## src/rtl/seg_pkg.sv

```systemverilog
// rtl/seg_pkg.sv - shared seven-segment constants, glyph table and spinner types
package seg_pkg;

    localparam int SEG_A  = 0;
    localparam int SEG_B  = 1;
    localparam int SEG_C  = 2;
    localparam int SEG_D  = 3;
    localparam int SEG_E  = 4;
    localparam int SEG_F  = 5;
    localparam int SEG_G  = 6;
    localparam int SEG_DP = 7;

    // Active-high a..g patterns for hex digits 0-F (b and d in lower case form)
    localparam logic [6:0] GLYPHS [16] = '{
        7'h3F, 7'h06, 7'h5B, 7'h4F, 7'h66, 7'h6D, 7'h7D, 7'h07,
        7'h7F, 7'h6F, 7'h77, 7'h7C, 7'h39, 7'h5E, 7'h79, 7'h71
    };

    // Rotation animation steps: a, f, e, d, c, b
    localparam logic [6:0] SPIN_SEQ [6] = '{
        7'h01, 7'h20, 7'h10, 7'h08, 7'h04, 7'h02
    };

    // SPIN_Sk means step k-1 of SPIN_SEQ has been seen
    typedef enum logic [2:0] {
        SPIN_IDLE = 3'd0,
        SPIN_S1   = 3'd1,
        SPIN_S2   = 3'd2,
        SPIN_S3   = 3'd3,
        SPIN_S4   = 3'd4,
        SPIN_S5   = 3'd5
    } spin_state_t;

endpackage

```

## src/rtl/seg_glyph_decode.sv

```systemverilog
// rtl/seg_glyph_decode.sv - combinational active-high a..g pattern to hex nibble decoder
module seg_glyph_decode
    import seg_pkg::*;
(
    input  logic [6:0] pattern,
    output logic       hit,
    output logic [3:0] nibble
);

    always_comb begin
        hit    = 1'b0;
        nibble = 4'd0;
        for (int i = 0; i < 16; i++) begin
            if (pattern == GLYPHS[i]) begin
                hit    = 1'b1;
                nibble = 4'(i);
            end
        end
    end

endmodule

```

## src/rtl/seg_bus_monitor.sv

```systemverilog
// rtl/seg_bus_monitor.sv - receive-side monitor for a multiplexed 4-digit seven-segment bus
// Optional spinner tracker built when SEG_SPIN_DETECT_EN is defined.
module seg_bus_monitor
    import seg_pkg::*;
#(
    parameter int STABLE_CYCLES = 4,
    parameter int SPIN_DIGIT    = 3
) (
    input  logic        inclk,
    input  logic        rst_n,
    input  logic [7:0]  seg_in,
    input  logic [3:0]  en_in,
    output logic [15:0] digit_val,
    output logic [3:0]  digit_valid,
    output logic [3:0]  digit_dp,
    output logic        capture,
    output logic        conflict,
    output logic        spin_rev,
    output logic [7:0]  spin_count
);

    localparam logic [7:0] CNT_MAX = 8'(STABLE_CYCLES - 1);

    logic [11:0] sync1, sync2, prev;
    logic        ok1, ok2, ok3;
    logic [7:0]  cnt, cnt_nxt;
    logic        fire;
    logic [7:0]  s_seg;
    logic [3:0]  en_low;
    logic        multi, one_hot;
    logic [1:0]  idx;
    logic [6:0]  pat;
    logic        hit;
    logic [3:0]  nib;

    assign s_seg   = sync2[7:0];
    assign en_low  = ~sync2[11:8];
    assign pat     = ~s_seg[6:0];
    assign multi   = (en_low & (en_low - 4'd1)) != 4'd0;
    assign one_hot = (en_low != 4'd0) && !multi;

    seg_glyph_decode u_decode (
        .pattern (pat),
        .hit     (hit),
        .nibble  (nib)
    );

    // ok3 holds the reload until both prev and S carry post-reset bus data
    always_comb begin
        cnt_nxt = cnt;
        if (!ok3 || (sync2 != prev)) begin
            cnt_nxt = 8'd0;
        end else if (cnt != CNT_MAX) begin
            cnt_nxt = cnt + 8'd1;
        end
    end

    assign fire = (cnt_nxt == CNT_MAX) && (cnt != CNT_MAX);

    always_comb begin
        idx = 2'd0;
        for (int i = 0; i < 4; i++) begin
            if (en_low[i]) begin
                idx = 2'(i);
            end
        end
    end

    always_ff @(posedge inclk or negedge rst_n) begin
        if (!rst_n) begin
            sync1       <= '0;
            sync2       <= '0;
            prev        <= '0;
            ok1         <= 1'b0;
            ok2         <= 1'b0;
            ok3         <= 1'b0;
            cnt         <= '0;
            digit_val   <= '0;
            digit_valid <= '0;
            digit_dp    <= '0;
            capture     <= 1'b0;
            conflict    <= 1'b0;
        end else begin
            sync1    <= {en_in, seg_in};
            sync2    <= sync1;
            prev     <= sync2;
            ok1      <= 1'b1;
            ok2      <= ok1;
            ok3      <= ok2;
            cnt      <= cnt_nxt;
            capture  <= 1'b0;
            conflict <= 1'b0;
            if (fire) begin
                if (one_hot) begin
                    capture          <= 1'b1;
                    digit_dp[idx]    <= ~s_seg[SEG_DP];
                    digit_valid[idx] <= hit;
                    if (hit) begin
                        digit_val[{idx, 2'b00} +: 4] <= nib;
                    end
                end else if (multi) begin
                    conflict <= 1'b1;
                end
            end
        end
    end

`ifdef SEG_SPIN_DETECT_EN
    spin_state_t spin_st;
    logic [2:0]  cur_idx, nxt_idx;
    logic        spin_hit;

    assign spin_hit = fire && one_hot && (idx == 2'(SPIN_DIGIT));
    assign nxt_idx  = spin_st;
    assign cur_idx  = nxt_idx - 3'd1;

    always_ff @(posedge inclk or negedge rst_n) begin
        if (!rst_n) begin
            spin_st    <= SPIN_IDLE;
            spin_rev   <= 1'b0;
            spin_count <= '0;
        end else begin
            spin_rev <= 1'b0;
            if (spin_hit) begin
                if (spin_st == SPIN_IDLE) begin
                    if (pat == SPIN_SEQ[0]) begin
                        spin_st <= SPIN_S1;
                    end
                end else if (pat != SPIN_SEQ[cur_idx]) begin
                    if (pat == SPIN_SEQ[nxt_idx]) begin
                        if (spin_st == SPIN_S5) begin
                            spin_rev   <= 1'b1;
                            spin_count <= spin_count + 8'd1;
                            spin_st    <= SPIN_IDLE;
                        end else begin
                            spin_st <= spin_state_t'(nxt_idx + 3'd1);
                        end
                    end else begin
                        spin_st <= (pat == SPIN_SEQ[0]) ? SPIN_S1 : SPIN_IDLE;
                    end
                end
            end
        end
    end
`else
    assign spin_rev   = 1'b0;
    assign spin_count = 8'd0;
`endif

endmodule
```

## config.mk

```make
export PLATFORM = sky130hd
export DESIGN_NAME = seg_bus_monitor
export DESIGN_NICKNAME = d
export VERILOG_FILES = /design/src/rtl/seg_pkg.sv /design/src/rtl/seg_glyph_decode.sv /design/src/rtl/seg_bus_monitor.sv
export SDC_FILE = /design/constraint.sdc
export NUM_CORES = 1
export LEC_CHECK = 0
export CAP_MARGIN = 10
export CORE_MARGIN = 1.5
export CORE_UTILIZATION = 59
export DETAILED_ROUTE_END_ITERATION = 8
export GPL_TIMING_DRIVEN = 0
export PLACE_DENSITY = 0.94
export SYNTH_ARGS = -nofsm -noshare
export SYNTH_HDL_FRONTEND = slang
export SYNTH_HIERARCHICAL = 1
export SYNTH_SLANG_ARGS = --single-unit
```

## constraint.sdc

```tcl
create_clock -name inclk -period 6.55 [get_ports inclk]
set_clock_uncertainty 0.05 [all_clocks]
set_input_delay 1.965 -clock inclk [delete_from_list [all_inputs] [get_ports inclk]]
set_output_delay 1.965 -clock inclk [all_outputs]
set_load 0.02 [all_outputs]
```

==> summary.txt <==
Timing
  – Post-Route Setup TNS: 0 ns
  – Total setup violations reported at the end of the flow: 0
  – RSZ-0062 raised after global routing: no
  – Max Clock Freq: 0.301 GHz
  – Worst slew slack as a fraction of its limit: 33.1%
  – Hold violation total from the final report: 0
  – Final Critical Period: 3.32 ns
  – Actual transition at the worst max-transition pin: 0.994 ns
  – Number of pins with negative max-slew slack in the final report: 0
  – Hold_ws: 0.300 ns
  – Fraction of the cycle the final worst path needs: 50.7%

Critical path
  – Data arrival time of the critical path: 1.31 ns
  – Cells along the critical path: clkdlybuf4s50_1
  – Critical path class: reg -> out
  – Critical path's top delay family: buffers and inverters
  – Delay contributed by the slowest stage of the critical path: 0.61 ns
  – Endpoint type of the worst setup path: primary output
  – Critical-path cell with the highest stage delay: sky130_fd_sc_hd__clkdlybuf4s50_1
  – Combined buffer and inverter count along the critical path: 1
  – Req. time, crit path: 4.53 ns
  – Category of the worst setup path launch point: register
  – Highest fanout seen on the critical path: 2

Detailed routing
  – Detailed-route wire length per cell: 13.5 um
  – Number of nets still failing antenna checks after routing: 0
  – Number of DRC markers after the initial detailed-route iteration: 149
  – Total routed wirelength: 6.13 mm
  – Length of the first detailed-routing pass in iterations: 4
  – Drt drc: 0
  – Vias post-DR: 2438
  – Detailed-route vias per instance: 5.37

Logic synthesis
  – Average cell area after synthesis: 11.2 um2
  – Synthesized-area fraction occupied by ao, oa, aoi and oai cells: 5.94%
  – Post-Synthesis Cell Area: 3540 um2
  – Share of synthesized cell area in full adder, half adder and majority cells: 2.83%
  – Sequential share of the synthesized area: 51.6%
  – Primary FF master, synth: sky130_fd_sc_hd__dfrtp_1
  – Syn Inst Count: 317
  – FFs w/ async S/R, synth: 100%
  – Main combinational cell family by area after synthesis: simple AND/OR/NAND/NOR gates
  – Area fraction in and, or, nand and nor cells after synthesis: 18.6%
  – Number of synthesis warnings: 6
  – Distinct cells, synth: 55
  – Post-synthesis register bit count: 73
  – Number of enable flip-flop cells after synthesis: 0
  – XOR/XNOR Fraction of Synth Area: 5.87%
  – Multiplexer share of the synthesized area: 7.22%

Global route
  – Maximum number of pins on one net before global-route repair: 74
  – Antenna violations before repair: 0
  – Overall overflow remaining after global route: 0
  – First-pass GRT wire length: 10.2 mm
  – Vias in the first global route: 2274
  – Overall track demand over capacity in global routing: 21.1%

Clocking
  – Number of clock buffers inserted by TritonCTS: 9
  – Resize count post-CTS: 0
  – Number of sinks handled by clock tree synthesis: 73
  – TritonCTS clock tree: built
  – Hold_buf cts: 0
  – Clk_lat worst skew: 0.34 ns
  – Clock slew at the register clock pins of the worst setup and hold paths: 0.07 ns
  – Post CTS Setup Buffer Count: 0
  – H-tree levels: 3
  – Clock root cell: sky130_fd_sc_hd__clkbuf_8
  – Clk buf depth: 2

Floorplanning
  – Die boundary width: 80.4 um
  – I/O pins: 49
  – Die Ht: 80.4 um
  – Overall die area: 6470 um2
  – Core Region: 5850 um2
  – Number of rows created at floorplan: 28
  – Effective utilization at floorplan: 60.5%

Cells and area
  – Number of inserted diodes: 0
  – Fraction of layout cells with a size suffix above 1: 14.5%
  – Most frequent cells in the layout: sky130_fd_sc_hd__dfrtp_1, sky130_fd_sc_hd__clkdlybuf4s50_1, sky130_fd_sc_hd__inv_1, sky130_fd_sc_hd__nand2_1, sky130_fd_sc_hd__mux2i_1
  – Post-synthesis to final-layout area growth: 20.0%
  – Count of nets after finishing: 397
  – Final Util: 72.6%
  – Final instance area: 4250 um2
  – Most frequent standard cell in the layout excluding fill and tap cells: sky130_fd_sc_hd__dfrtp_1
  – Filler-free cell count of the finished design: 454

Power and ir drop
  – Leakage dissipation: 1.87 nW
  – Max rail drop VDD: 180 uV
  – Combinational cell fraction of total power: 8.4%
  – Clock share of power: 38.6%
  – Share of total power consumed by net switching: 22.5%
  – Internal Pwr Total: 688 uW
  – Sequential Power Share: 53.0%
  – Power spent charging and discharging nets: 200 uW
  – Total power divided by cell area: 209 nW/um2

Outcome
  – Outcome: completed

Placed design
  – Placed cell areas: 4050 um2
  – Port buffer count: 39
  – Placed cells: 439
  – HPWL after DPL: 4.49 mm
  – Final Wtd Congestion: 0.843

Min path
  – Hold Path Class: reg -> reg

Flow run
  – Max Cap Violations: 0
-- final cells by class --
| cell class | instances | area, um2 |
|---|---|---|
| tap | 75 | 93.8 |
| buffer | 21 | 153 |
| sequential | 73 | 1830 |
| multi-input combinational | 199 | 1470 |
| timing repair buffer | 39 | 388 |
| clock inverter | 2 | 37.5 |
| fill | 382 | 1610 |
| clock buffer | 13 | 159 |
| inverter | 32 | 120 |
-- layer usage --
layer  vias to the layer above  wire length, um  track usage, %
met5                         -                0               0
met4                         0              154            10.9
met3                        13              320            4.66
met2                        80             3100            35.4
met1                      1169             2550            25.4
li1                       1176                -               -
-- synthesized netlist by cell type (all sizes together), types with 2 or more instances --
| library cell | instances | area, um2 |
|---|---|---|
| dfrtp | 73 | 1830 |
| inv | 32 | 120 |
| nand2 | 31 | 116 |
| buf | 21 | 153 |
| mux2i | 21 | 210 |
| nor2 | 18 | 70.1 |
| xnor2 | 17 | 164 |
| nand3 | 11 | 55.1 |
| nand4 | 11 | 68.8 |
| nor3 | 9 | 90.1 |
| ha | 8 | 100 |
| o21ai | 5 | 25.0 |
| xor2 | 5 | 43.8 |
| a21oi | 4 | 23.8 |
| mux2 | 4 | 45.0 |
| nand2b | 4 | 32.5 |
| nor4 | 4 | 31.3 |
| a31oi | 3 | 18.8 |
| nand4b | 3 | 26.3 |
| conb | 2 | 7.51 |
| nand3b | 2 | 15.0 |
| nor3b | 2 | 15.0 |
| nor4b | 2 | 32.5 |
| o211ai | 2 | 20.0 |
| o22ai | 2 | 12.5 |
| or2 | 2 | 12.5 |
| or4 | 2 | 18.8 |
-- path summary, 6_finish.rpt --
path	cells past startpoint	startpoint	slack [ns]	end
max in group asynchronous	1	rst_n	4.20	digit_val[14]
worst min register to register	0	sync1[7]	0.30	sync2[7]
worst min-delay path	0	sync1[7]	0.30	sync2[7]
min in group asynchronous	1	rst_n	1.69	sync1[8]
worst max-delay path	1	digit_val[7]	3.23	digit_val[7]
worst max register to register	6	sync2[9]	3.91	digit_val[6]
-- registers in the layout (all words and copies together), names as in the netlist, 4 cells and up --
signal and flops:
digit_val 16, prev 12, sync1 12, sync2 12
cnt 8, digit_dp 4, digit_valid 4
-- cells by family (layout without fill, tap and decap cells) --
group | after synthesis | in the layout
AND/OR/NAND/NOR | 109 | 109
flip-flops | 73 | 73
buffers and inverters | 53 | 107
AO/OA/AOI/OAI | 25 | 25
multiplexers | 25 | 25
XOR/XNOR | 22 | 22
adder cells (fa/ha/maj) | 8 | 8
other | 2 | 10
-- through the flow --
stage | worst slack (ns) | power, mW
after floorplan | 4.11 | 0.527
after global placement | 1.23 | 0.550
after detailed placement | 3.58 | 0.554
after CTS | 3.21 | 0.897
after global routing | 3.19 | 0.923
final | 3.23 | 0.888
-- power by group through the flow --
| stage | clock [mW] | combinational, mW | sequential (mW) |
|---|---|---|---|
| 2_1_floorplan | 0 | 0.0498 | 0.477 |
| 3_3_place_gp | 0 | 0.0720 | 0.478 |
| 3_5_place_dp | 0 | 0.0744 | 0.479 |
| 4_1_cts | 0.352 | 0.0748 | 0.471 |
| 5_1_grt | 0.368 | 0.0830 | 0.472 |
| 6_report | 0.343 | 0.0746 | 0.471 |
No activity file was read; power rests on OpenSTA's default activity.
